### src/rtl/ddr3_avl_arbiter.sv
// N-channel round-robin front end for the single DDR3 Avalon-MM port: burst-locked
// grants, one read command per grant, and in-order routing of read returns via a tag FIFO.
module ddr3_avl_arbiter #(
    parameter int NUM_CH    = 4,
    parameter int ADDR_W    = 26,
    parameter int DATA_W    = 128,
    parameter int SIZE_W    = 3,
    parameter int TAG_DEPTH = 16
) (
    input  logic                       ddr3_clk,
    input  logic                       ddr3_reset_n,
    input  logic [NUM_CH-1:0]          ch_read_req,
    input  logic [NUM_CH-1:0]          ch_write_req,
    input  logic [NUM_CH-1:0]          ch_burstbegin,
    input  logic [NUM_CH*SIZE_W-1:0]   ch_size,
    input  logic [NUM_CH*ADDR_W-1:0]   ch_addr,
    input  logic [NUM_CH*DATA_W-1:0]   ch_wr_data,
    output logic [NUM_CH-1:0]          ch_ready,
    output logic [NUM_CH-1:0]          ch_read_data_valid,
    output logic [DATA_W-1:0]          ch_read_data,
    input  logic                       ddr3_avl_ready,
    output logic                       ddr3_avl_burstbegin,
    output logic [SIZE_W-1:0]          ddr3_avl_size,
    output logic                       ddr3_avl_read_req,
    output logic                       ddr3_avl_write_req,
    output logic [ADDR_W-1:0]          ddr3_avl_addr,
    output logic [DATA_W-1:0]          ddr3_avl_wr_data,
    input  logic                       ddr3_avl_read_data_valid,
    input  logic [DATA_W-1:0]          ddr3_avl_read_data,
    output logic [$clog2(NUM_CH)-1:0]  grant_ch,
    output logic                       orphan_err
);
    localparam int CH_W   = $clog2(NUM_CH);
    localparam int TAG_AW = $clog2(TAG_DEPTH);

    typedef enum logic {S_IDLE, S_GRANT} state_t;

    state_t              r_state;
    logic [CH_W-1:0]     r_grantCh;
    logic                r_inBurst;
    logic [SIZE_W-1:0]   r_beatsLeft;
    logic [CH_W-1:0]     r_tagCh   [TAG_DEPTH];
    logic [SIZE_W-1:0]   r_tagSize [TAG_DEPTH];
    logic [TAG_AW:0]     r_wrPtr;
    logic [TAG_AW:0]     r_rdPtr;
    logic [SIZE_W-1:0]   r_retCnt;
    logic                r_orphanErr;

    logic [NUM_CH-1:0]   w_req;
    logic [CH_W-1:0]     w_pick;
    logic [CH_W-1:0]     w_idx;
    logic                w_anyReq;
    logic                w_inGrant;
    logic                w_ownRd;
    logic                w_ownWr;
    logic [SIZE_W-1:0]   w_ownSize;
    logic [SIZE_W-1:0]   w_ownLen;
    logic                w_rdAcc;
    logic                w_wrAcc;
    logic                w_tagFull;
    logic                w_tagEmpty;
    logic [CH_W-1:0]     w_headCh;
    logic [SIZE_W-1:0]   w_headSize;
    logic [SIZE_W-1:0]   w_headLen;
    logic                w_retLast;
    logic                w_pop;

    assign w_req = ch_read_req | ch_write_req;

    // Round-robin search starts just after the last owner and wraps.
    always_comb begin
        w_pick   = r_grantCh;
        w_idx    = '0;
        w_anyReq = 1'b0;
        for (int k = 1; k <= NUM_CH; k++) begin
            w_idx = CH_W'((int'(r_grantCh) + k) % NUM_CH);
            if (!w_anyReq && w_req[w_idx]) begin
                w_pick   = w_idx;
                w_anyReq = 1'b1;
            end
        end
    end

    assign w_inGrant = (r_state == S_GRANT);
    assign w_ownRd   = ch_read_req[r_grantCh];
    assign w_ownWr   = ch_write_req[r_grantCh];
    assign w_ownSize = ch_size[int'(r_grantCh)*SIZE_W +: SIZE_W];
    assign w_ownLen  = (w_ownSize == '0) ? SIZE_W'(1) : w_ownSize;

    assign w_tagEmpty = (r_wrPtr == r_rdPtr);
    assign w_tagFull  = (r_wrPtr[TAG_AW] != r_rdPtr[TAG_AW]) &&
                        (r_wrPtr[TAG_AW-1:0] == r_rdPtr[TAG_AW-1:0]);

    // Reads only start outside an open write burst; a read beats a same-cycle write.
    always_comb begin
        ddr3_avl_read_req   = w_inGrant & ~r_inBurst & w_ownRd & ~w_tagFull;
        ddr3_avl_write_req  = w_inGrant & w_ownWr & (r_inBurst | ~w_ownRd);
        ddr3_avl_burstbegin = w_inGrant & ch_burstbegin[r_grantCh];
        ddr3_avl_size       = w_inGrant ? w_ownSize : '0;
        ddr3_avl_addr       = w_inGrant ? ch_addr[int'(r_grantCh)*ADDR_W +: ADDR_W] : '0;
        ddr3_avl_wr_data    = w_inGrant ? ch_wr_data[int'(r_grantCh)*DATA_W +: DATA_W] : '0;
        ch_ready            = '0;
        ch_ready[r_grantCh] = ddr3_avl_ready & (ddr3_avl_read_req | ddr3_avl_write_req);
    end

    assign w_rdAcc = ddr3_avl_ready & ddr3_avl_read_req;
    assign w_wrAcc = ddr3_avl_ready & ddr3_avl_write_req;

    always_ff @(posedge ddr3_clk or negedge ddr3_reset_n) begin
        if (!ddr3_reset_n) begin
            r_state     <= S_IDLE;
            r_grantCh   <= CH_W'(NUM_CH - 1);
            r_inBurst   <= 1'b0;
            r_beatsLeft <= '0;
        end else begin
            case (r_state)
                S_IDLE: begin
                    if (w_anyReq) begin
                        r_grantCh <= w_pick;
                        r_state   <= S_GRANT;
                    end
                end
                S_GRANT: begin
                    if (w_rdAcc) begin
                        r_state <= S_IDLE;
                    end else if (w_wrAcc) begin
                        // r_beatsLeft holds the beats still owed after the current one.
                        if (!r_inBurst) begin
                            if (w_ownLen == SIZE_W'(1)) begin
                                r_state <= S_IDLE;
                            end else begin
                                r_beatsLeft <= w_ownLen - SIZE_W'(1);
                                r_inBurst   <= 1'b1;
                            end
                        end else if (r_beatsLeft == SIZE_W'(1)) begin
                            r_beatsLeft <= '0;
                            r_inBurst   <= 1'b0;
                            r_state     <= S_IDLE;
                        end else begin
                            r_beatsLeft <= r_beatsLeft - SIZE_W'(1);
                        end
                    end else if (!r_inBurst && !w_ownRd && !w_ownWr) begin
                        r_state <= S_IDLE;
                    end
                end
                default: r_state <= S_IDLE;
            endcase
        end
    end

    assign w_headCh   = r_tagCh[r_rdPtr[TAG_AW-1:0]];
    assign w_headSize = r_tagSize[r_rdPtr[TAG_AW-1:0]];
    assign w_headLen  = (w_headSize == '0) ? SIZE_W'(1) : w_headSize;
    assign w_retLast  = ((r_retCnt + SIZE_W'(1)) == w_headLen);
    assign w_pop      = ddr3_avl_read_data_valid & ~w_tagEmpty & w_retLast;

    always_ff @(posedge ddr3_clk) begin
        if (w_rdAcc) begin
            r_tagCh[r_wrPtr[TAG_AW-1:0]]   <= r_grantCh;
            r_tagSize[r_wrPtr[TAG_AW-1:0]] <= w_ownSize;
        end
    end

    always_ff @(posedge ddr3_clk or negedge ddr3_reset_n) begin
        if (!ddr3_reset_n) begin
            r_wrPtr     <= '0;
            r_rdPtr     <= '0;
            r_retCnt    <= '0;
            r_orphanErr <= 1'b0;
        end else begin
            if (w_rdAcc) r_wrPtr <= r_wrPtr + 1'b1;
            if (ddr3_avl_read_data_valid) begin
                if (w_tagEmpty) begin
                    r_orphanErr <= 1'b1;
                end else if (w_retLast) begin
                    r_retCnt <= '0;
                end else begin
                    r_retCnt <= r_retCnt + SIZE_W'(1);
                end
            end
            if (w_pop) r_rdPtr <= r_rdPtr + 1'b1;
        end
    end

    always_comb begin
        ch_read_data_valid = '0;
        if (ddr3_avl_read_data_valid && !w_tagEmpty) ch_read_data_valid[w_headCh] = 1'b1;
    end

    assign ch_read_data = ddr3_avl_read_data;
    assign grant_ch     = r_grantCh;
    assign orphan_err   = r_orphanErr;
endmodule
### config.mk
export PLATFORM = sky130hd
export DESIGN_NAME = ddr3_avl_arbiter
export DESIGN_NICKNAME = d
export VERILOG_FILES = /design/src/rtl/ddr3_avl_arbiter.sv
export SDC_FILE = /design/constraint.sdc
export NUM_CORES = 1
export LEC_CHECK = 0
export CAP_MARGIN = 25
export CORE_AREA = 2 2 412 414
export CTS_CLUSTER_SIZE = 28
export DETAILED_ROUTE_END_ITERATION = 8
export DIE_AREA = 0 0 414 416
export SLEW_MARGIN = 0
export SYNTH_ARGS = -nofsm -noshare
export SYNTH_HDL_FRONTEND = slang
export SYNTH_SLANG_ARGS = --single-unit
### constraint.sdc
create_clock -name ddr3_clk -period 7.4 [get_ports ddr3_clk]
set_input_delay 1.48 -clock ddr3_clk [delete_from_list [all_inputs] [get_ports ddr3_clk]]
set_output_delay 1.48 -clock ddr3_clk [all_outputs]
set_load 0.005 [all_outputs]
==> reports/metrics.csv <==
stage,metric,value,unit
worst_setup_path,cpMaxStageDelayCell,clkdlybuf4s50_1,
sta,period_share,74.51,%
clock_network,clock-sinks,101,
run_status,status,"complete, no violations",
detailed_routing,avgRoutedWirePerCell,40.50,um
cells_and_area,finalNetCount,2249,
global_route,grt_pass1_vias,11260,
worst_setup_path,critPathTopFamily,buffers and inverters,
placed_design,hpwlAfterDp,137600,um
sta,maxSlewViolCount,0,
power,power_frac_seq,15.0,%
worst_setup_path,max_stage_delay,0.54,ns
worst_setup_path,worstPathArrival,4.03,ns
min_path,worstHoldStart,orphan_err,
global_route,grt_overflow,0,
detailed_routing,vias_per_cell,3.201,
detailed_routing,first_iter_violations,1049,
detailed_routing,first_pass_iters,7,
sta,rsz0062_at_grt,false,
clock_network,cts_made_buffers,9,
clock_network,postCtsHoldBufs,0,
logic_synthesis,synth_top_cell_by_area,mux4_2,
detailed_routing,vias,11890,
worst_setup_path,path_cells,clkdlybuf4s50_1 -> mux4_2 -> nand3_1 -> a21oi_1 -> and2_1 -> nand2b_1 -> and2_1 -> clkdlybuf4s50_1,
worst_setup_path,critPathRequiredTime,5.92,ns
sta,fin_skew,0.007567,ns
worst_setup_path,reg2reg_slack,3.76,ns
power,vdd_drop_max,0.1488,mV
clock_network,ctsHtreeMaxLevel,3,
floorplanning,die_x,414,um
floorplanning,start_util,6.259,%
global_route,antenna_found_initial,248,
floorplanning,die_area,172200,um2
worst_setup_path,crit_path_start_kind,primary input,
logic_synthesis,synth_area_leaders,"mux4_2 38%, edfxtp_1 23%, and2_1 9.6%",
sta,maxSlewHeadroom,39.66,%
detailed_routing,antenna_left,0,
cells_and_area,area_delta_synth_final,97.03,%
power,clock_power_share,7.4,%
worst_setup_path,reg2reg_depth,9,
worst_setup_path,crit_type,in2out,
sta,max_freq,0.1814,GHz
power,p_int,3.659,mW
power,power.switching,3.133,mW
detailed_routing,wirelength,150400,um
logic_synthesis,avgSynthCellArea,12.87,um2
min_path,hp-class,reg2reg,
logic_synthesis,synth.ff_latch_count,101,
clock_network,cts-root-buf,clkbuf_16,
logic_synthesis,ys_types,56,
sta,worst_pin_slew,0.8982,ns
power,sw_frac_of_total,46.13,%
sta,setup_viol,0,
floorplanning,rows,151,
global_route,grt_pass1_wl,175500,um
flow_run,maxCapViolCount,0,
worst_setup_path,r2r_end,r_beatsLeft[2],
power,power.density,327.5,nW/um2
global_route,grt_max_degree,83,
clock_network,cts_setup_buffers,0,
sta,hold_viol_final,0,
placed_design,placement.io_buffers,814,
placed_design,place_worst_setup_slack,1.912,ns
sta,layout_setup_ws,1.886,ns
logic_synthesis,synth_fp_nets,1603,
logic_synthesis,synth_top_area_share,37.66,%
logic_synthesis,synth_seq_area_share,27.84,%
logic_synthesis,synthCells,818,
cells_and_area,final_common_cell,clkdlybuf4s50_1,
worst_setup_path,r2r-start,grant_ch[0],
floorplanning,io_pins,1071,
clock_network,cts_resized,0,
floorplanning,core,168100,um2
detailed_routing,drc_errors,0,
clock_network,clk_pin_slew,0.07,ns
logic_synthesis,synth_warnings,0,
cells_and_area,final_cell_mix,"814 x clkdlybuf4s50_1, 176 x mux4_2, 162 x and2_1",
clock_network,clockBufferDepth,2,
cells_and_area,drive_gt1_share,15.25,%
logic_synthesis,synthesis.area,10530,um2
sta,finalSetupTns,0,ns
worst_setup_path,critical_path_buf_inv_count,2,
worst_setup_path,path_max_fanout,9,
global_route,grtUsageTotal,16.74,%
floorplanning,die_h,416,um
min_path,hold_depth,1,
clock_network,clock_latency,0.34,ns
worst_setup_path,end_kind,output port,
placed_design,gp_routability_congestion,0.9273,
min_path,hold_end,orphan_err,
power,pwr-share-comb,77.6,%
clock_network,cts_tree,yes,
sta,finalCriticalPeriod,5.514,ns
power,p_leak,6.520,nW
==> Yosys cell counts, drive strengths merged <==
master,number
mux4,180
and2,163
buf,148
edfxtp,80
clkbuf,47
nor2,24
dfrtp,19
nand2,18
ha,13
xnor2,13
inv,12
nor3,11
mux2,9
a21oi,8
o21ai,8
xor2,7
a21o,6
mux2i,5
nand3,5
and3,4
nand2b,4
nor4,4
a31oi,3
a211oi,2
dfstp,2
nand4,2
nor2b,2
o31ai,2
a2111o,1
a211o,1
a311oi,1
a31o,1
a41o,1
nor3b,1
nor4b,1
o211a,1
o211ai,1
o22a,1
o22ai,1
o311ai,1
o31a,1
o32ai,1
o41ai,1
or2,1
or3,1
==> power by group through the flow <==
stage	logic, mW	registers [mW]	clock network [mW]
4_1_cts	5.41	1.03	0.510
3_5_place_dp	5.38	1.04	0
6_report	5.27	1.02	0.503
2_1_floorplan	2.43	0.822	0
5_1_grt	5.55	1.05	0.535
3_3_place_gp	5.36	1.03	0
==> worst max-delay path by stage <==
| stage | startpoint | to | slack, ns | cells after the start |
|---|---|---|---|---|
| floorplan | ch_read_req[3] | ch_ready[0] | 3.11 | 7 |
| detailed placement | ch_read_req[2] | ch_ready[3] | 1.91 | 8 |
| global placement | ch_read_req[2] | ch_ready[1] | 1.85 | 8 |
| global route | ch_read_req[2] | ch_ready[3] | 1.72 | 8 |
| finish | ch_read_req[2] | ch_ready[3] | 1.89 | 8 |
| CTS | ch_read_req[2] | ch_ready[3] | 1.89 | 8 |
==> flip-flops by register name, summed over array words and instances (netlist names) <==
register     cells
grant_ch         2
orphan_err       1
r_beatsLeft      3
r_inBurst        1
r_rdPtr          5
r_retCnt         3
r_state          1
r_tagCh         32
r_tagSize       48
r_wrPtr          5
==> per-stage QoR <==
| step | utilization, % | std cells | hold slack, ns | cell area (um2) | power, mW |
|---|---|---|---|---|---|
| 2_1_floorplan | - | 818 | 0.4498 | 10530 | 3.255 |
| 3_3_place_gp | 12.10 | 3671 | 0.4563 | 20340 | 6.400 |
| 3_5_place_dp | 12.10 | 3671 | 0.4638 | 20340 | 6.420 |
| 4_1_cts | 12.29 | 3687 | 0.4795 | 20670 | 6.946 |
| 5_1_grt | 12.31 | 3697 | 0.5075 | 20690 | 7.131 |
| 6_report | 12.33 | 3714 | 0.4755 | 20740 | 6.792 |
==> worst register-to-register path, delay by kind of cell (launching register included) <==
kind	cells	cell delay, ns
flops	1	1.13
fa+ha+maj	1	0.24
simple gates	3	0.46
compound gates	2	0.20
mux	1	0.78
xor+xnor	1	0.17
buf+inv	1	0.54
==> area by class of cell <==
cell class	instances	area [um2]
multi-input combinational	510	6261
fill	19090	147400
inverter	12	45.04
antenna	27	67.56
sequential	101	2942
clock buffer	12	277.8
clock inverter	4	51.30
tap	2218	2775
timing repair buffer	830	8318
==> metal layers <==
layer  vias up  track usage [%]  wire [um]
li1       4342                -          -
met1      5690            14.31      42920
met2      1221            31.73      79410
met3       508            10.88      21540
met4       128            3.837       5482
met5         -            1.723       1078
==> logic make-up after synthesis <==
| kind of cell | synth area share (%) |
|---|---|
| AO/OA/AOI/OAI | 2.829 |
| multiplexers | 40.24 |
| buffers and inverters | 12.67 |
| AND/OR/NAND/NOR | 13.21 |
| adder cells (fa/ha/maj) | 1.545 |
| XOR/XNOR | 1.664 |
| flip-flops | 27.84 |
No activity file was read; power rests on OpenSTA's default activity.
==> edit 1 (same settings) <==
Change the parameter `NUM_CH` from 4 to 2.
--- a/src/rtl/ddr3_avl_arbiter.sv
+++ b/src/rtl/ddr3_avl_arbiter.sv
@@ -3,3 +3,3 @@
 module ddr3_avl_arbiter #(
-    parameter int NUM_CH    = 4,
+    parameter int NUM_CH    = 2,
     parameter int ADDR_W    = 26,
Ports: changed (9 resized); port bits go from 1071 to 746. The function was not compared with the original's and may differ.
==> edit 1 against the original RTL <==
Global-route usage fell by 9.1 points; die area did not move; first-iteration DRC count fell by 76%; sequential cell count fell by 17; routed wire length fell by 54%; design area fell by 32%; synthesized area fell by 32%; total power fell by 37%; worst setup slack improved by 0.26 ns; largest cell class unchanged.
==> edit 1: results (changes against the original RTL) <==
Timing:
- The worst clock skew is 0.00602 ns (-0.00155 ns).
- The measured slew at the worst slew-check pin is 0.972 ns (+0.0733 ns).

Global route:
- The overall fraction of global-route tracks in use is 7.65% (-9.1 points).
- The largest net degree at the start of global routing is 63 (-24%).
- The number of antenna violations at the first check in global routing came to 42 (-83%).
- The first-pass GRT wire length is 83300 microns (-53%).
- The via count of the first global-routing pass is 6921 (-39%).

Detailed routing:
- The met2 layer wire length in the routed design is 36200 microns (-54%).
- The initial DRC count is 255 (-76%).
- The routed via count came to 6961 (-41%).
- The routed length on met3 came to 7420 microns (-66%).
- The routed metal-1 wirelength was 24400 microns (-43%).
- The routed wire length is 68900 microns (-54%).
- The average routed wire per standard cell came to 20.8 microns (-49%).
- The number of iterations in the first detailed-routing pass was 5 (-2).

Finish:
- The fraction of final layout cells sized beyond drive strength 1 was 5.15% (-10 points).
- The count of fill cells added during filler insertion is 19684 (+3.1%).
- The final net count is 1544 (-31%).

Place:
- The pre-CTS worst setup slack was 2.13 ns (+0.217 ns).
- The post-DP HPWL is 64100 microns (-53%).
- The placed instance count is 3289 (-10%).
- The routability congestion estimate from global placement came to 0.838 (-9.6%).
- The standard cell area after detailed placement is 0.0138 sq mm (-32%).
- The count of input and output buffers is 489 (-40%).

Logic synthesis:
- The number of library cell types mapped by synthesis was 50 (-11%).
- Ranked by total cell area, the synthesized netlist is headed by sky130_fd_sc_hd__edfxtp_1 27%, sky130_fd_sc_hd__mux2i_1 23%, sky130_fd_sc_hd__buf_4 14%.
- The number of flops mapped to enable cells by yosys is 64 (-20%).
- The register area share after synthesis is 33.9% (+6.0 points).
- The synthesized area per cell came to 9.63 sq um (-25%).
- The fraction of registers with async set/reset came to 23.8% (+3.0 points).
- The net count after synthesis is 1205 (-25%).
- Sorting the synthesized cells by how often they occur yields 179 x sky130_fd_sc_hd__nor2_1, 165 x sky130_fd_sc_hd__mux2i_1, 130 x sky130_fd_sc_hd__buf_4, 64 x sky130_fd_sc_hd__edfxtp_1, 25 x sky130_fd_sc_hd__clkbuf_1.

Pwr:
- The worst ir drop on vdd is 159 uV (+7.0%).
- The static leakage was 4.62 nW (-29%).

Hold path:
- The worst hold path begins at r_wrPtr[4].

Worst setup path:
- The data arrival time of the critical path is 3.77 ns (-0.26 ns).
- The peak per-stage delay on the critical path is 0.51 ns (-0.03 ns).
- The source of the worst register-to-register timing path is grant_ch.
- The critical path starts at ch_read_req[0].

Status:
- The run finished with clean final reports.
-- edit 1: cell count changes after synthesis, moves of 16 or more --
cell / change
sky130_fd_sc_hd__mux4_2: -162
sky130_fd_sc_hd__edfxtp_1: -16
sky130_fd_sc_hd__and2_1: -162
sky130_fd_sc_hd__nor2_1: +155
sky130_fd_sc_hd__mux2i_1: +160
sky130_fd_sc_hd__clkbuf_1: -19
-- edit 1: layout make-up --
class	instances	share of cell area, %
diodes	4	0.0711
multi-input cells	473	25.0
clock buffers	9	1.60
well taps	2218	19.7
flip-flops and latches	84	17.2
clock inverters	7	0.364
repair buffers	501	35.6
inverters	13	0.382
-- edit 1: per-stage QoR --
step                total power [mW]  hold slack, ns  utilization [%]
finish                          4.29           0.498             8.38
detailed placement              4.09           0.481             8.21
floorplan                       2.05           0.460                -
CTS                             4.51           0.493             8.37
global placement                4.07           0.475             8.19
global route                    4.59           0.521             8.37
-- edit 1: worst register-to-register path: stages, from the launching register on --
cell and delay, ns:
sky130_fd_sc_hd__dfstp_4 0.95, sky130_fd_sc_hd__buf_4 0.54, sky130_fd_sc_hd__mux2i_1 0.30, sky130_fd_sc_hd__inv_1 0.48, sky130_fd_sc_hd__o21ai_1 0.21, sky130_fd_sc_hd__ha_1 0.22, sky130_fd_sc_hd__a31oi_1 0.55, sky130_fd_sc_hd__nor2b_1 0.10
sky130_fd_sc_hd__a31oi_1 0.15, sky130_fd_sc_hd__o21ai_1 0.08
-- edit 1: final timing paths --
check,to,slack (ns),depth (start not counted)
worst min-delay path,r_wrPtr[4],0.50,1
worst min register to register,r_wrPtr[4],0.50,1
max in group asynchronous,grant_ch,5.49,2
min in group asynchronous,r_retCnt[1],1.42,1
worst max-delay path,ch_ready[1],2.15,9
worst max register to register,r_beatsLeft[2],3.69,9
-- edit 1: cells by family (layout without fill, tap and decap cells) --
| group | Yosys count | after routing | share of synthesized area (%) |
|---|---|---|---|
| AOI/OAI and AO/OA | 29 | 29 | 2.92 |
| xor gates and xnor gates | 17 | 17 | 2.08 |
| adders and majority gates | 10 | 10 | 1.75 |
| buffers and inverters | 186 | 530 | 16.9 |
| DFF | 84 | 84 | 33.9 |
| muxes | 184 | 184 | 28.6 |
| other | 0 | 4 | 0 |
| and+or+nand+nor | 233 | 233 | 13.9 |
-- edit 1: report_power, final --
part	internal (mW)	total, mW	leakage [nW]	switching, mW
Clock	0.229	0.409	0.132	0.181
Sequential	0.609	0.745	0.813	0.137
Combinational	1.40	3.14	3.68	1.74
-- edit 1: metal layers --
| layer | global-route usage (%) | up-vias |
|---|---|---|
| li1 | - | 3095 |
| met1 | 7.79 | 3243 |
| met2 | 14.3 | 493 |
| met3 | 3.90 | 96 |
| met4 | 0.565 | 34 |
| met5 | 0.222 | - |
==> edit 2 (config.mk and constraints unchanged) <==
Without the edit above. Make the reset (`ddr3_reset_n`) synchronous in 2 clocked blocks.
--- a/src/rtl/ddr3_avl_arbiter.sv
+++ b/src/rtl/ddr3_avl_arbiter.sv
@@ -108,3 +108,3 @@
 
-    always_ff @(posedge ddr3_clk or negedge ddr3_reset_n) begin
+    always_ff @(posedge ddr3_clk) begin
         if (!ddr3_reset_n) begin
@@ -163,3 +163,3 @@
 
-    always_ff @(posedge ddr3_clk or negedge ddr3_reset_n) begin
+    always_ff @(posedge ddr3_clk) begin
         if (!ddr3_reset_n) begin
Function: not settled (the Yosys comparison gave no result); the edit may change what the design does.
==> edit 2 against the original RTL <==
Combinational power is 40% lower; total power is 34% lower; worst setup slack worse by 0.041 ns; routed wire length is 7.5% lower; non-clock buffer count is 4 higher; critical path depth stayed put; die area stayed put; design area is 0.17% lower; sequential cell count is 4 higher; clock power is 8.3% lower; synthesized area is 0.30% lower.
==> edit 2: results (changes against the original RTL) <==
Status:
- The run finished with clean final reports.

Global route:
- The number of antenna violations at the first check in global routing came to 185 (-25%).
- The largest net degree at the start of global routing is 77 (-7.2%).
- The overall fraction of global-route tracks in use was 15.5% (-1.2 points).
- The first-pass GRT wire length came to 164000 microns (-6.7%).
- The global routing usage on met2 is 26.4% (-5.3 points).

Finish:
- The footprint of the flip-flops and latches is 0.00291 sq mm (-0.94%).
- The final net count is 2260 (+0.49%).
- The non-filler instance count after layout is 3717 (+0.081%).
- The fraction of final layout cells sized beyond drive strength 1 is 14.7% (-0.59 points).

Logic synthesis:
- The share of synthesized cell area in full adder, half adder and majority cells is 1.55% (+0.0046 points).
- The register area share after synthesis is 27.7% (-0.18 points).
- The synthesized-area fraction occupied by ao, oa, aoi and oai cells is 1.67% (-1.2 points).
- The fraction of synthesized cell area in xor and xnor cells came to 1.42% (-0.25 points).
- The multiplexer area fraction after synthesis is 41.0% (+0.75 points).
- By count the netlist is led by 175 x sky130_fd_sc_hd__mux4_2, 167 x sky130_fd_sc_hd__and2_1, 128 x sky130_fd_sc_hd__buf_4, 80 x sky130_fd_sc_hd__edfxtp_1, 39 x sky130_fd_sc_hd__clkbuf_1.
- The instance count of the mapped netlist was 826 (+0.98%).

Worst setup path:
- The maximum fanout along the worst path came to 4 (-5).
- The worst-case register-to-register setup slack came to 3.85 ns (+0.09 ns).
- The worst register-to-register path begins at grant_ch[0].
- The worst-case reg-to-reg path depth was 6 (-3).
- The data arrival time of the critical path is 4.07 ns (+0.04 ns).

Hold path:
- The number of instances on the worst hold path is 2 (+1).

Timing:
- The worst hold slack after final layout came to 0.488 ns (+0.0123 ns).

Place:
- The standard cell area after detailed placement is 0.0204 sq mm (+0.13%).
- The post-DP HPWL was 128000 microns (-7.1%).
- The pre-CTS worst setup slack is 1.98 ns (+0.0637 ns).

Detailed routing:
- The routed wire length came to 139000 microns (-7.5%).
-- edit 2: cell types whose count changed in the layout (fill, tap and decap cells not counted), moves of 6 or more --
| cell | before | now |
|---|---|---|
| sky130_fd_sc_hd__dfxtp_1 | 0 | 22 |
| sky130_fd_sc_hd__dfrtp_1 | 18 | 0 |
| sky130_fd_sc_hd__mux2i_1 | 5 | 15 |
| sky130_fd_sc_hd__diode_2 | 27 | 19 |
| sky130_fd_sc_hd__o21ai_0 | 7 | 1 |
| sky130_fd_sc_hd__xnor2_1 | 13 | 7 |
-- edit 2: worst max path at each step --
| stage | cells after the start | startpoint | slack [ns] | end |
|---|---|---|---|---|
| 2_1_floorplan | 6 | ch_read_req[3] | 3.09 | ch_ready[0] |
| 3_3_place_gp | 8 | ch_read_req[3] | 1.92 | ch_ready[2] |
| 3_5_place_dp | 8 | ch_read_req[3] | 1.98 | ch_ready[2] |
| 4_1_cts | 8 | ch_read_req[3] | 1.95 | ch_ready[2] |
| 5_1_grt | 8 | ch_read_req[3] | 1.75 | ch_ready[2] |
| 6_report | 8 | ch_read_req[3] | 1.85 | ch_ready[2] |
-- edit 2: layer usage --
| layer | routed length (microns) | up-vias |
|---|---|---|
| li1 | - | 4355 |
| met1 | 44600 | 5464 |
| met2 | 65700 | 1066 |
| met3 | 22800 | 403 |
| met4 | 5030 | 106 |
| met5 | 938 | - |
-- edit 2: final cells by class --
type	instances	share of cell area (%)
repair buffers	834	40.3
multi-input cells	512	30.4
flip-flops and latches	105	14.1
well taps	2218	13.4
clock buffers	10	1.11
clock inverters	6	0.284
inverters	13	0.236
diodes	19	0.230
-- edit 2: power breakdown --
part | internal, mW | switching (mW)
logic | 1.63 | 1.55
registers | 0.707 | 0.111
clock network | 0.260 | 0.201
total | 2.60 | 1.86
